--- src/rtl/ahb_mtx_pkg.sv ---
// Shared AHB bus-matrix definitions: transfer and burst encodings, arbitration
// policy selectors and the burst-length helper used by the output arbiters.
package ahb_mtx_pkg;

    typedef enum logic [1:0] {
        HTRANS_IDLE   = 2'b00,
        HTRANS_BUSY   = 2'b01,
        HTRANS_NONSEQ = 2'b10,
        HTRANS_SEQ    = 2'b11
    } htrans_t;

    typedef enum logic [2:0] {
        HBURST_SINGLE = 3'd0,
        HBURST_INCR   = 3'd1,
        HBURST_WRAP4  = 3'd2,
        HBURST_INCR4  = 3'd3,
        HBURST_WRAP8  = 3'd4,
        HBURST_INCR8  = 3'd5,
        HBURST_WRAP16 = 3'd6,
        HBURST_INCR16 = 3'd7
    } hburst_t;

    localparam int ARB_FIXED = 0;
    localparam int ARB_RR    = 1;

    // Beats remaining after the NONSEQ of a burst; undefined-length bursts give 0.
    function automatic logic [3:0] burst_beats(input logic [2:0] hburst);
        case (hburst)
            HBURST_WRAP4,  HBURST_INCR4:  burst_beats = 4'd3;
            HBURST_WRAP8,  HBURST_INCR8:  burst_beats = 4'd7;
            HBURST_WRAP16, HBURST_INCR16: burst_beats = 4'd15;
            default:                      burst_beats = 4'd0;
        endcase
    endfunction

endpackage

--- src/rtl/ahb_mtx_arb_param_if.sv ---
// Request/response bundle between the matrix input stages and one output arbiter.
interface ahb_mtx_arb_param_if #(
    parameter int NUM_PORTS = 4,
    parameter int PORT_W    = $clog2(NUM_PORTS)
);
    logic [NUM_PORTS-1:0] req_port;
    logic                 HREADYM;
    logic                 HSELM;
    logic [1:0]           HTRANSM;
    logic [2:0]           HBURSTM;
    logic                 HMASTLOCKM;
    logic [PORT_W-1:0]    addr_in_port;
    logic                 no_port;
    logic                 burst_hold;

    modport master (
        output req_port, HREADYM, HSELM, HTRANSM, HBURSTM, HMASTLOCKM,
        input  addr_in_port, no_port, burst_hold
    );

    modport slave (
        input  req_port, HREADYM, HSELM, HTRANSM, HBURSTM, HMASTLOCKM,
        output addr_in_port, no_port, burst_hold
    );
endinterface

--- src/rtl/ahb_mtx_rr_pick.sv ---
// Rotating priority encoder: first set request at or after 'start', wrapping
// modulo NUM_PORTS so non-power-of-two port counts never index past the end.
module ahb_mtx_rr_pick #(
    parameter int NUM_PORTS = 4,
    parameter int PORT_W    = $clog2(NUM_PORTS)
) (
    input  logic [NUM_PORTS-1:0] req,
    input  logic [PORT_W-1:0]    start,
    output logic [PORT_W-1:0]    winner,
    output logic                 any
);
    logic [PORT_W:0]   sum;
    logic [PORT_W-1:0] idx;

    // Scan from the farthest offset down so the nearest requester is written last.
    always_comb begin
        winner = '0;
        sum    = '0;
        idx    = '0;
        for (int k = NUM_PORTS - 1; k >= 0; k--) begin
            sum = {1'b0, start} + (PORT_W + 1)'(k);
            if (sum >= (PORT_W + 1)'(NUM_PORTS)) begin
                sum = sum - (PORT_W + 1)'(NUM_PORTS);
            end
            idx = sum[PORT_W-1:0];
            if (req[idx]) begin
                winner = idx;
            end
        end
    end

    assign any = |req;

endmodule

--- src/rtl/ahb_mtx_arb_param.sv ---
// Output-stage arbiter for one bus-matrix slave port: fixed or round-robin
// selection with lock hold and burst-aware grant hold for fixed-length bursts.
module ahb_mtx_arb_param #(
    parameter int NUM_PORTS  = 4,
    parameter int PORT_W     = $clog2(NUM_PORTS),
    parameter int ARB_MODE   = 0,
    parameter int BURST_HOLD = 1
) (
    input logic              HCLK,
    input logic              HRESET,
    ahb_mtx_arb_param_if.slave bus
);
    import ahb_mtx_pkg::*;

    logic [PORT_W-1:0]    cur_port;
    logic                 no_port_q;
    logic                 hold_q;
    logic [3:0]           beats_left;
    logic [PORT_W-1:0]    rr_last;

    logic                 trans_active;
    logic                 beat_accept;
    logic                 freeze;
    logic [NUM_PORTS-1:0] eff_req;
    logic [PORT_W-1:0]    rr_start;
    logic [PORT_W-1:0]    pick_port;
    logic                 pick_any;
    logic [PORT_W-1:0]    next_port;
    logic                 next_no;
    logic                 rr_update;
    logic [3:0]           next_beats;

    assign trans_active = (bus.HTRANSM != HTRANS_IDLE);
    assign beat_accept  = bus.HREADYM & bus.HSELM & bus.HTRANSM[1];
    assign freeze       = bus.HMASTLOCKM |
                          ((BURST_HOLD != 0) && (beats_left != 4'd0) && trans_active);

    // The current owner keeps competing while its own transfer is still live.
    assign eff_req = bus.req_port |
                     ((NUM_PORTS'(1) << cur_port) & {NUM_PORTS{bus.HSELM & trans_active}});

    assign rr_start = (ARB_MODE != ARB_RR)                 ? '0 :
                      (rr_last == PORT_W'(NUM_PORTS - 1))  ? '0 :
                                                             rr_last + 1'b1;

    ahb_mtx_rr_pick #(
        .NUM_PORTS (NUM_PORTS),
        .PORT_W    (PORT_W)
    ) u_pick (
        .req    (eff_req),
        .start  (rr_start),
        .winner (pick_port),
        .any    (pick_any)
    );

    always_comb begin
        next_port = cur_port;
        next_no   = no_port_q;
        rr_update = 1'b0;
        if (!freeze) begin
            if (pick_any) begin
                next_port = pick_port;
                next_no   = 1'b0;
                // A grant out of the no-port state counts as a new owner.
                rr_update = (pick_port != cur_port) || no_port_q ||
                            (bus.HSELM && bus.HTRANSM == HTRANS_NONSEQ);
            end else begin
                next_no = ~bus.HSELM;
            end
        end
    end

    always_comb begin
        next_beats = beats_left;
        if (beat_accept && bus.HTRANSM == HTRANS_NONSEQ) begin
            next_beats = burst_beats(bus.HBURSTM);
        end else if (beat_accept) begin
            next_beats = (beats_left == 4'd0) ? 4'd0 : beats_left - 4'd1;
        end else if (bus.HTRANSM == HTRANS_IDLE) begin
            next_beats = 4'd0;
        end
    end

    always_ff @(posedge HCLK) begin
        if (HRESET) begin
            cur_port   <= '0;
            no_port_q  <= 1'b1;
            hold_q     <= 1'b0;
            beats_left <= 4'd0;
            rr_last    <= PORT_W'(NUM_PORTS - 1);
        end else if (bus.HREADYM) begin
            cur_port   <= next_port;
            no_port_q  <= next_no;
            hold_q     <= (next_beats != 4'd0);
            beats_left <= next_beats;
            if (rr_update) begin
                rr_last <= next_port;
            end
        end
    end

    assign bus.addr_in_port = cur_port;
    assign bus.no_port      = no_port_q;
    assign bus.burst_hold   = hold_q;

endmodule

--- src/flat_wrapper.sv ---
// flat-port wrapper written by rule: the top's interface ports become plain ports
module ahb_mtx_arb_param_flat import ahb_mtx_pkg::*;
#(
    parameter int NUM_PORTS  = 4,
    parameter int PORT_W     = $clog2(NUM_PORTS),
    parameter int ARB_MODE   = 0,
    parameter int BURST_HOLD = 1
)
  (HCLK, HRESET, bus_req_port, bus_HREADYM, bus_HSELM, bus_HTRANSM, bus_HBURSTM, bus_HMASTLOCKM, bus_addr_in_port, bus_no_port, bus_burst_hold);
  ahb_mtx_arb_param_if #(.NUM_PORTS(NUM_PORTS), .PORT_W(PORT_W)) bus_i ();
  input logic HCLK;
  input logic HRESET;
  input wire logic [$bits(bus_i.req_port)-1:0] bus_req_port;
  input wire logic [$bits(bus_i.HREADYM)-1:0] bus_HREADYM;
  input wire logic [$bits(bus_i.HSELM)-1:0] bus_HSELM;
  input wire logic [$bits(bus_i.HTRANSM)-1:0] bus_HTRANSM;
  input wire logic [$bits(bus_i.HBURSTM)-1:0] bus_HBURSTM;
  input wire logic [$bits(bus_i.HMASTLOCKM)-1:0] bus_HMASTLOCKM;
  output wire logic [$bits(bus_i.addr_in_port)-1:0] bus_addr_in_port;
  output wire logic [$bits(bus_i.no_port)-1:0] bus_no_port;
  output wire logic [$bits(bus_i.burst_hold)-1:0] bus_burst_hold;
  assign bus_i.req_port = bus_req_port;
  assign bus_i.HREADYM = bus_HREADYM;
  assign bus_i.HSELM = bus_HSELM;
  assign bus_i.HTRANSM = bus_HTRANSM;
  assign bus_i.HBURSTM = bus_HBURSTM;
  assign bus_i.HMASTLOCKM = bus_HMASTLOCKM;
  assign bus_addr_in_port = bus_i.addr_in_port;
  assign bus_no_port = bus_i.no_port;
  assign bus_burst_hold = bus_i.burst_hold;
  ahb_mtx_arb_param #(.NUM_PORTS(NUM_PORTS), .PORT_W(PORT_W), .ARB_MODE(ARB_MODE), .BURST_HOLD(BURST_HOLD)) u_core (.HCLK(HCLK), .HRESET(HRESET), .bus(bus_i));
endmodule
--- config.mk ---
export PLATFORM = sky130hd
export DESIGN_NAME = ahb_mtx_arb_param_flat
export DESIGN_NICKNAME = d
export VERILOG_FILES = /design/src/rtl/ahb_mtx_pkg.sv /design/src/rtl/ahb_mtx_arb_param_if.sv /design/src/rtl/ahb_mtx_rr_pick.sv /design/src/rtl/ahb_mtx_arb_param.sv /design/src/flat_wrapper.sv
export SDC_FILE = /design/constraint.sdc
export NUM_CORES = 1
export LEC_CHECK = 0
export ABC_AREA = 1
export CAP_MARGIN = 20
export CORE_AREA = 2 2 39 41
export CTS_BUF_LIST = sky130_fd_sc_hd__clkbuf_16
export CTS_CLUSTER_DIAMETER = 120
export DETAILED_ROUTE_END_ITERATION = 10
export DIE_AREA = 0 0 41 43
export DONT_BUFFER_PORTS = 1
export PLACE_DENSITY = 0.64
export SLEW_MARGIN = 30
export SYNTH_ARGS = -nofsm -noshare
export SYNTH_HDL_FRONTEND = slang
export SYNTH_SLANG_ARGS = --single-unit
--- constraint.sdc ---
create_clock -name HCLK -period 1.2 [get_ports HCLK]
set_input_delay 0.12 -clock HCLK [delete_from_list [all_inputs] [get_ports HCLK]]
set_output_delay 0.12 -clock HCLK [all_outputs]
set_load 0.01 [all_outputs]
==> results of run 1 <==
[worst min-delay path, delay by kind of cell]
kind	cells	cell delay [ns]
buf+inv	1	0.03
compound gates	2	0.07
[registers in the layout, indices dropped and copies added, names as in the netlist]
| name | cells |
|---|---|
| u_core.beats_left | 4 |
| u_core.bus.no_port | 1 |
| u_core.bus.addr_in_port | 2 |
| u_core.bus.burst_hold | 1 |
[how the worst max path moves through the flow]
stage,startpoint,endpoint,slack [ns],cells after the start
after floorplan,u_core.beats_left[3]$_SDFFE_PP0P_,u_core.bus.addr_in_port[0]$_SDFFE_PP0P_,0.09,8
after detailed placement,u_core.beats_left[2]$_SDFFE_PP0P_,u_core.bus.addr_in_port[0]$_SDFFE_PP0P_,-0.007,8
after global placement,u_core.beats_left[2]$_SDFFE_PP0P_,u_core.bus.addr_in_port[0]$_SDFFE_PP0P_,-0.006,8
after CTS,u_core.beats_left[2]$_SDFFE_PP0P_,u_core.bus.addr_in_port[0]$_SDFFE_PP0P_,0.03,8
after global routing,u_core.beats_left[0]$_SDFFE_PP0P_,u_core.bus.burst_hold$_SDFFE_PP0P_,-0.04,9
final,u_core.beats_left[2]$_SDFFE_PP0P_,u_core.bus.burst_hold$_SDFFE_PP0P_,0.06,9
[timing repair]
action,in CTS,in global routing
endpoints found under the setup margin,1,4
pin swaps,0,9
buffers inserted,0,1
resized for setup,2,23
[report_power, final]
group | leakage, nW | total (W) | internal (W) | switching [W]
Clock | 0.0370 | 0.000559 | 0.000429 | 0.000130
Sequential | 0.0685 | 0.000317 | 0.000291 | 0.0000259
Combinational | 0.328 | 0.000245 | 0.000107 | 0.000138
[stage by stage]
stage	setup TNS (ns)	cells	area [sq um]	setup slack, ns
floorplan	0	108	659	0.0907
global placement	-0.00617	131	732	-0.00617
detailed placement	-0.00690	131	732	-0.00690
CTS	0	134	820	0.0270
global route	-0.123	135	878	-0.0447
finish	0	135	878	0.0642
[area by class of cell]
cell class / instances / share of cell area (%)
Tap cell: 16 / 2.28
Timing Repair Buffer: 8 / 7.26
Inverter: 20 / 8.55
Clock buffer: 3 / 8.55
Multi-Input combinational cell: 80 / 54.0
Sequential cell: 8 / 19.4
[logic make-up after synthesis]
family	synth area share, %
simple gates	41.9
compound gates	22.4
buf+inv	11.4
flops	24.3
[cells in the final DEF (no fill, tap or decap)]
cell type                   Yosys  final
sky130_fd_sc_hd__nand2_1       28     24
sky130_fd_sc_hd__o21bai_2       1      1
sky130_fd_sc_hd__buf_6          0      1
sky130_fd_sc_hd__clkbuf_16      0      3
sky130_fd_sc_hd__buf_4          0      7
sky130_fd_sc_hd__dfxtp_1        8      2
sky130_fd_sc_hd__a21oi_2        1      1
sky130_fd_sc_hd__o21ai_2        3      4
sky130_fd_sc_hd__o211ai_1       1      1
sky130_fd_sc_hd__nor2_8         1      1
sky130_fd_sc_hd__dfxtp_2        0      5
sky130_fd_sc_hd__or2_4          1      1
sky130_fd_sc_hd__a21oi_1        7      6
sky130_fd_sc_hd__dfxtp_4        0      1
sky130_fd_sc_hd__inv_2          3      6
sky130_fd_sc_hd__nand3_2        1      2
sky130_fd_sc_hd__nand3_1        3      2
sky130_fd_sc_hd__o21ai_0        4      4
sky130_fd_sc_hd__nor2_4         1      3
sky130_fd_sc_hd__clkinv_1       2      2
sky130_fd_sc_hd__o21bai_4       1      1
sky130_fd_sc_hd__nand4_1        1      1
sky130_fd_sc_hd__nand2_2        5      9
sky130_fd_sc_hd__nor2_2         2      4
sky130_fd_sc_hd__a21oi_4        0      1
sky130_fd_sc_hd__o21ai_1        4      3
sky130_fd_sc_hd__inv_1         15     12
sky130_fd_sc_hd__nor2_1        15     11
[routing by layer]
metal	up-vias	GRT usage, %	wire (microns)
met5	-	0	0
li1	357	-	-
met1	304	28.7	699
met2	14	24.4	636
met4	0	12.0	29
met3	4	5.76	93
==> impl_metrics.yaml, run 1 <==
synthesis:
  syn_nets: 122
  synth.most_common_cell: "sky130_fd_sc_hd__nand2_1"
  synth.avg_cell_area_sq_um: 6.11
  synth-seq-area-share_pct: 24.3
  top_cells_by_area_in_the_synthesized_netlist: "sky130_fd_sc_hd__dfxtp_1, sky130_fd_sc_hd__nand2_1, sky130_fd_sc_hd__inv_1"
  netlist_area_sq_um: 659
  yosys_warnings: 0
  synth.ff_latch_count: 8
  number_of_enable_flip_flop_cells_after_synthesis: 0
  synth_top_area_cell: "sky130_fd_sc_hd__dfxtp_1"
  netlist_instances: 108
  post-synth-top-area-fraction_pct: 24.3
  yosys-top-cells-count: "sky130_fd_sc_hd__nand2_1, sky130_fd_sc_hd__inv_1, sky130_fd_sc_hd__nor2_1"
  main_synth_ff_type: "sky130_fd_sc_hd__dfxtp_1"
  synth-async-reset-ratio_pct: 0
  synth.distinct_cells: 22
global_route:
  antenna_found_initial: 0
  grt.total_usage_pct: 19.7
  pin_count_of_the_biggest_net_entering_global_routing: 7
  grt_remaining_overflow: 0
  number_of_global_route_vias_before_repair: 589
  grt_pass1_wl_microns: 2350
min_path:
  hold_class: "in2reg"
  hold_path_depth: 3
  min-delay-start: "HRESET"
  hold_path_end: "u_core.beats_left[2]$_SDFFE_PP0P_"
floorplan:
  die-height_microns: 43
  io-pin-count: 18
  design.die.area_sq_um: 1760
  core.rowCount: 14
  die_w_microns: 41
  initial_utilization_pct: 47.6
  core_area_sq_um: 1380
placed_design:
  placed_wire_length_estimate_microns: 1110
  quantity_of_i_o_buffers_inserted_on_ports: 0
  gp_congestion: 0.773
sta:
  final_hold_viol_count: 0
  fmax_mhz: 880
  timing_worst_slew_pin_value_ns: 0.241
  rsz0062_at_grt: "yes"
  slew_viol_final: 0
  post-route-min-period_ns: 1.14
  worst_slew_margin_relative_to_its_limit_pct: 83.9
  layout_worst_path_cycle_share_pct: 94.6
  hold_ws_ns: 0.0241
  finalSetupViolations: 0
  skew_ns: 0.00143
setup_path:
  regToRegStartpoint: "u_core.beats_left[2]$_SDFFE_PP0P_"
  worst-setup-path-type: "reg2reg"
  worstPathCellList: "nor2_4 > buf_6 > nand2_1 > nand2_1 > nand2_1 > nand3_2 > nand2_1 > nor2_1 > a21oi_1"
  end_kind: "register"
  timing.critical_path.arrival_ns: 1.26
  critPathMaxFanout: 4
  timing.rr.end: "u_core.bus.burst_hold$_SDFFE_PP0P_"
  cp_top_family: "simple AND/OR/NAND/NOR gates"
  max_stage_delay_ns: 0.33
  path_common_cell: "sky130_fd_sc_hd__nand2_1"
  type_of_element_launching_the_critical_path: "register"
  required_ns: 1.32
  crit_buf_inv: 1
  reg2regPathDepth: 9
  r2r_slack_ns: 0.06
  critPathSlowestCell: "sky130_fd_sc_hd__dfxtp_2"
cells_and_area:
  num-nets-final: 135
  final-seq-area_sq_um: 170
  fillerInstances: 137
  multi_input_comb_area_sq_um: 474
  final_core_utilization_pct: 63.5
  post_route_cells_drive_above_1_share_pct: 42.9
  count_of_inserted_antenna_diode_cells: 0
  syn2layout_area_growth_pct: 33.2
cts:
  clockRootBuffer: "sky130_fd_sc_hd__clkbuf_16"
  clock_insertion_delay_worst_skew_ns: 0.23
  path_clk_slew_ns: 0.03
  tritoncts: "done"
  buffer_depth_of_the_longest_clock_path: 2
  hold_buffers: 0
  clock_sinks: 8
  cts-buffers-inserted: 3
  htree_num_levels: 1
detailed_routing:
  via_per_inst: 5.03
  totalWireLength_microns: 1460
  via_count: 679
  post_drt_wl_per_cell_microns: 10.8
  final_antenna_net_count: 0
  detail_route.iter0.violations: 7
  drt-pass1-iter-count: 2
  drc: 0
pwr:
  design_power_total_w: 0.00112
  leakage_nw: 0.434
  powerDensity_nw_per_um2: 1280
  vdd_drop_max_mv: 0.984
run:
  timing.max_cap.violations: 0
outcome:
  status: "completed"
No activity file was read; power rests on OpenSTA's default activity.
==> run 2: changes to the inputs <==
--- a/config.mk
+++ b/config.mk
@@ -14,6 +14,7 @@
 export DIE_AREA = 0 0 41 43
 export DONT_BUFFER_PORTS = 1
 export PLACE_DENSITY = 0.64
+export REMOVE_ABC_BUFFERS = 1
 export SLEW_MARGIN = 30
 export SYNTH_ARGS = -nofsm -noshare
 export SYNTH_HDL_FRONTEND = slang
==> results of run 2 <==
Same layout as run 1: the final DEF is identical, and so are final timing and power.
==> RTL change 1: new RTL, config.mk and constraints of run 1 <==
`BURST_HOLD` is set to 1 in 2 places; all go to 0.
--- a/src/rtl/ahb_mtx_arb_param.sv
+++ b/src/rtl/ahb_mtx_arb_param.sv
@@ -4,7 +4,7 @@
     parameter int NUM_PORTS  = 4,
     parameter int PORT_W     = $clog2(NUM_PORTS),
     parameter int ARB_MODE   = 0,
-    parameter int BURST_HOLD = 1
+    parameter int BURST_HOLD = 0
 ) (
     input logic              HCLK,
     input logic              HRESET,
--- a/src/flat_wrapper.sv
+++ b/src/flat_wrapper.sv
@@ -4,7 +4,7 @@
     parameter int NUM_PORTS  = 4,
     parameter int PORT_W     = $clog2(NUM_PORTS),
     parameter int ARB_MODE   = 0,
-    parameter int BURST_HOLD = 1
+    parameter int BURST_HOLD = 0
 )
   (HCLK, HRESET, bus_req_port, bus_HREADYM, bus_HSELM, bus_HTRANSM, bus_HBURSTM, bus_HMASTLOCKM, bus_addr_in_port, bus_no_port, bus_burst_hold);
   ahb_mtx_arb_param_if #(.NUM_PORTS(NUM_PORTS), .PORT_W(PORT_W)) bus_i ();
Behaviour: not the same (a bounded check fails within 4 cycles, from zero or initial values and one cycle with HRESET high).
==> RTL change 1 against run 1 <==
  * Routed wire length increased by 6.0%
  * Sequential cell count unchanged
  * Cell area decreased by 7.3%
  * Clock skew increased by 1.2 ps
  * Cell count decreased by 3.7%
  * Setup slack got worse by 4.5 ps
  * Total power decreased by 4.4%
  * Critical path depth decreased by 1
  * Synthesized area decreased by 5.9%
  * Clock power about the same
  * Largest cell class unchanged
  * Highest routed layer unchanged
==> RTL change 1: results (changes against run 1) <==
Status
  – Status: completed

Global route
  – GRT Util Overall: 19.6% (-0.020 points)
  – First-pass GRT wire length: 2390 µm (+1.7%)

STA
  – Clk_skew: 2.62 ps (+1.19 ps)

Setup path
  – Crit Path Max Fanout: 5 (+1)
  – Worst reg2reg path depth: 8 (-1)
  – Reg2Reg Launch Point: u_core.beats_left[1]

Place
  – Hpwl dp: 1190 µm (+7.8%)
  – GP Congestion: 0.716 (-7.4%)
  – Placed Area: 656 µm² (-10%)
  – Cells after DPL: 127 (-3.1%)

Yosys
  – Post-synth top cells: nand2_1, inv_1, nor2_1
  – Synth warn: 0 (unchanged)
  – Post-Synthesis Net Count: 123 (+0.82%)
  – Sequential area share after synthesis: 25.8% (+1.5 points)
  – Syn_area_per_cell: 5.69 µm² (-6.7%)
  – Distinct cells, synth: 13 (-41%)

Detailed routing
  – TritonRoute pass-1 iters: 4 (+2)
  – Via count: 686 (+1.0%)
  – Iteration-0 DRC Markers: 11 (+4)
  – Met3 wire length: 43 µm (-54%)
  – Met2 WL: 884 µm (+39%)
  – M1 WL: 594 µm (-15%)

Cells and area
  – Fill cells: 138 (+0.73%)
  – Share of post-route cells with drive strength above 1: 35.1% (-7.8 points)

Power and ir drop
  – Worst vdd ir: 1.17 mV (+19%)
  – P_leak: 0.394 nW (-9.1%)

Hold path
  – Worst Hold Path EP: u_core.beats_left[3]
-- RTL change 1: layout make-up --
type / count / area, µm² / share of cell area (%)
flip-flops and latches: 8 / 176 / 21.7
well taps: 16 / 20.0 / 2.46
repair buffers: 2 / 15.0 / 1.84
clock buffers: 3 / 75.1 / 9.22
inverters: 17 / 63.8 / 7.83
multi-input cells: 84 / 464 / 57.0
-- RTL change 1: worst max path at each step --
stage                                    start  depth (start not counted)                    endpoint
finish                    u_core.beats_left[1]                          8       u_core.bus.burst_hold
global route              u_core.beats_left[1]                          8       u_core.bus.burst_hold
CTS                       u_core.beats_left[0]                          8       u_core.bus.burst_hold
detailed placement        u_core.beats_left[0]                          8       u_core.bus.burst_hold
global placement          u_core.beats_left[0]                          8       u_core.bus.burst_hold
floorplan           u_core.bus.addr_in_port[0]                          9  u_core.bus.addr_in_port[0]
-- RTL change 1: kinds of logic (layout without fill, tap and decap cells) --
kind of cell           Yosys count  in the layout  synth area share [%]
AO/OA/AOI/OAI                   17             17                  14.9
flip-flops                       8              8                  25.8
AND/OR/NAND/NOR                 67             67                  49.0
buffers and inverters           17             22                  10.3
-- RTL change 1: routing by layer --
layer / track usage, % / up-vias
met1: 21.8 / 318
met4: 8.00 / 0
met2: 35.9 / 17
met3: 0.524 / 3
li1: - / 348
met5: 0 / -
-- RTL change 1: worst max-delay path, stage by stage, from the launching register on --
cell and delay, ps:
dfxtp_4 350, nor2_4 120, nand2_2 80, nor2_4 120
nor2_2 50, nor2_2 90, nand3_2 70, nor2_2 110
nor2_1 40
-- RTL change 1: power breakdown --
part / total [mW] / leakage [nW] / internal, mW / switching, mW
Combinational: 0.195 / 0.288 / 0.0763 / 0.119
Sequential: 0.317 / 0.0692 / 0.287 / 0.0306
Clock: 0.559 / 0.0370 / 0.429 / 0.129
-- RTL change 1: repair_timing --
action                                  in CTS  in global routing
pin swaps                                    0                 10
gates resized for setup                      1                 30
endpoints found under the setup margin       1                  3
-- RTL change 1: stage by stage --
step / setup slack, ps / TNS, ps / util, % / hold slack, ps
6_report: 59.7 / 0 / 58.9 / 59.3
5_1_grt: -41.5 / -44.7 / 58.9 / 69.9
4_1_cts: 26.1 / 0 / 53.0 / 56.6
3_5_place_dp: 5.41 / 0 / 47.4 / 292
3_3_place_gp: 42.8 / 0 / 47.4 / 285
2_1_floorplan: 109 / 0 / - / 276
==> RTL change 2: new RTL, config.mk and constraints of run 1 <==
Without the edit above. Make the reset (`HRESET`) asynchronous in one clocked block.
--- a/src/rtl/ahb_mtx_arb_param.sv
+++ b/src/rtl/ahb_mtx_arb_param.sv
@@ -81,7 +81,7 @@
         end
     end
 
-    always_ff @(posedge HCLK) begin
+    always_ff @(posedge HCLK or posedge HRESET) begin
         if (HRESET) begin
             cur_port   <= '0;
             no_port_q  <= 1'b1;
Check against the original RTL: differs if HRESET is asserted again (counterexample within 4 cycles, from zero or initial values and one cycle with HRESET high); with HRESET held inactive, the same outputs for 10 cycles.
==> RTL change 2 against run 1 <==
  * The run now ends with setup timing left
  * Setup slack got worse by 110 ps
  * Routed wire length fell by 4.4%
  * Fmax fell by 9.1%
  * Synthesized area rose by 0.95%
  * Clock skew barely moved
  * Total power rose by 25%
  * Cell area fell by 4.6%
  * Synthesized cell count fell by 6.5%
  * Sequential cell count did not move
==> RTL change 2: results (changes against run 1) <==
Detailed routing
  – # DRC: 0 (unchanged)
  – TritonRoute pass-1 iters: 4 (+2)
  – Vias/cell: 4.83 (-4.0%)
  – Iteration-0 DRC Markers: 8 (+1)
  – Post-Route WL: 1400 µm (-4.4%)

STA
  – Setup TNS: -115 ps (-115 ps)
  – Worst setup margin: -49.2 ps (-113 ps)
  – Setup violators final: 4 (+4)
  – Worst slew margin: 79.5% (-4.4 points)
  – Clk_skew: 1.15 ps (-0.285 ps)

Cells and area
  – Share of post-route cells with drive strength above 1: 33.0% (-9.8 points)
  – Number of flip-flops in the largest register: 4 (unchanged)
  – Antenna diodes: 0 (unchanged)
  – Final std cells w/o fill: 128 (-5.2%)

Setup path
  – Crit path DAT: 1400 ps (+140 ps)
  – Crit Path Max Fanout: 6 (+2)

Yosys
  – Sequential area share after synthesis: 30.3% (+6.0 points)
  – Synth warn: 0 (unchanged)
  – Syn_area_per_cell: 6.59 µm² (+7.9%)
  – Ys async rst share: 100% (+100 points)
  – Post-synth top cells: nand2_1, inv_1, nor2_1
  – Dominant synthesized flop cell: dfrtp_1
  – Top cells by area, synth: dfrtp_1, nand2_1, nor2_4, inv_1, nor2_1
  – Distinct cells, synth: 20 (-9.1%)

Global route
  – Largest net degree at the start of global routing: 10 (+3)
  – GRT Util Overall: 20.3% (+0.65 points)
  – Antenna violations before repair: 0 (unchanged)
  – First-pass GRT wire length: 2380 µm (+1.4%)
  – Vias in the first global route: 621 (+5.4%)

CTS
  – CTS Root Cell: clkbuf_16
  – H-Tree Depth: 1 (unchanged)
  – Post_cts resized: 3 (+1)
  – Max clock buf depth: 2 (unchanged)
  – Post-CTS Setup Repair Bufs: 1 (+1)
  – CTS Buf Count: 3 (unchanged)
  – # hold bufs at CTS: 2 (+2)

Place
  – GP Congestion: 0.745 (-3.7%)
  – Setup Slack @ Placement: -70.8 ps (-63.9 ps)
  – Port Buffer Count: 0 (unchanged)
  – Hpwl dp: 1110 µm (+0.40%)
  – Placed Area: 718 µm² (-1.9%)
  – Cells after DPL: 121 (-7.6%)

Status
  – Failing checks: setup timing
  – Status: finished with violations

Power and ir drop
  – Worst vdd ir: 0.954 mV (-3.1%)
  – P_leak: 0.422 nW (-2.7%)
-- RTL change 2: power breakdown --
group | internal (mW) | switching (mW)
Combinational | 0.190 | 0.241
Clock | 0.433 | 0.123
Sequential | 0.337 | 0.0828
-- RTL change 2: worst paths after layout --
path,startpoint,to,slack (ps),cells past startpoint
setup / recovery,u_core.beats_left[0],u_core.bus.addr_in_port[1],-50,7
hold / removal,bus_HREADYM,u_core.beats_left[3],30,1
setup reg to reg,u_core.beats_left[0],u_core.bus.addr_in_port[1],-50,7
hold reg to reg,u_core.bus.no_port,u_core.bus.no_port,490,2
max in group asynchronous,HRESET,u_core.bus.no_port,640,2
min in group asynchronous,HRESET,u_core.bus.burst_hold,280,2
-- RTL change 2: metal layers --
layer | up-vias | share of wire (%) | GRT usage [%]
li1 | 335 | - | -
met1 | 271 | 40 | 20.7
met2 | 10 | 56 | 35.3
met3 | 2 | 3.6 | 6.81
met4 | 0 | 1.0 | 8.00
met5 | - | 0 | 0
-- RTL change 2: cells by family (layout without fill, tap and decap cells) --
| group | after synthesis | after routing | share of synthesized area [%] |
|---|---|---|---|
| DFF | 8 | 8 | 30.3 |
| buffers and inverters | 17 | 28 | 9.96 |
| and+or+nand+nor | 61 | 61 | 46.6 |
| AOI/OAI and AO/OA | 15 | 15 | 13.2 |
-- RTL change 2: cell type report --
class	instances	area [µm²]
Fill cell	139	546
Multi-Input combinational cell	76	409
Sequential cell	8	204
Tap cell	16	20.0
Inverter	16	61.3
Clock buffer	3	75.1
Timing Repair Buffer	8	65.1
Clock inverter	1	3.75
-- RTL change 2: worst max-delay path, cell delays in order, from the launching register on --
cell and delay, ps:
dfrtp_2 430, nor2_4 190, a21oi_2 70, nor2_1 90, nand2_1 100, inv_2 90, o21ai_1 60, a21oi_1 130
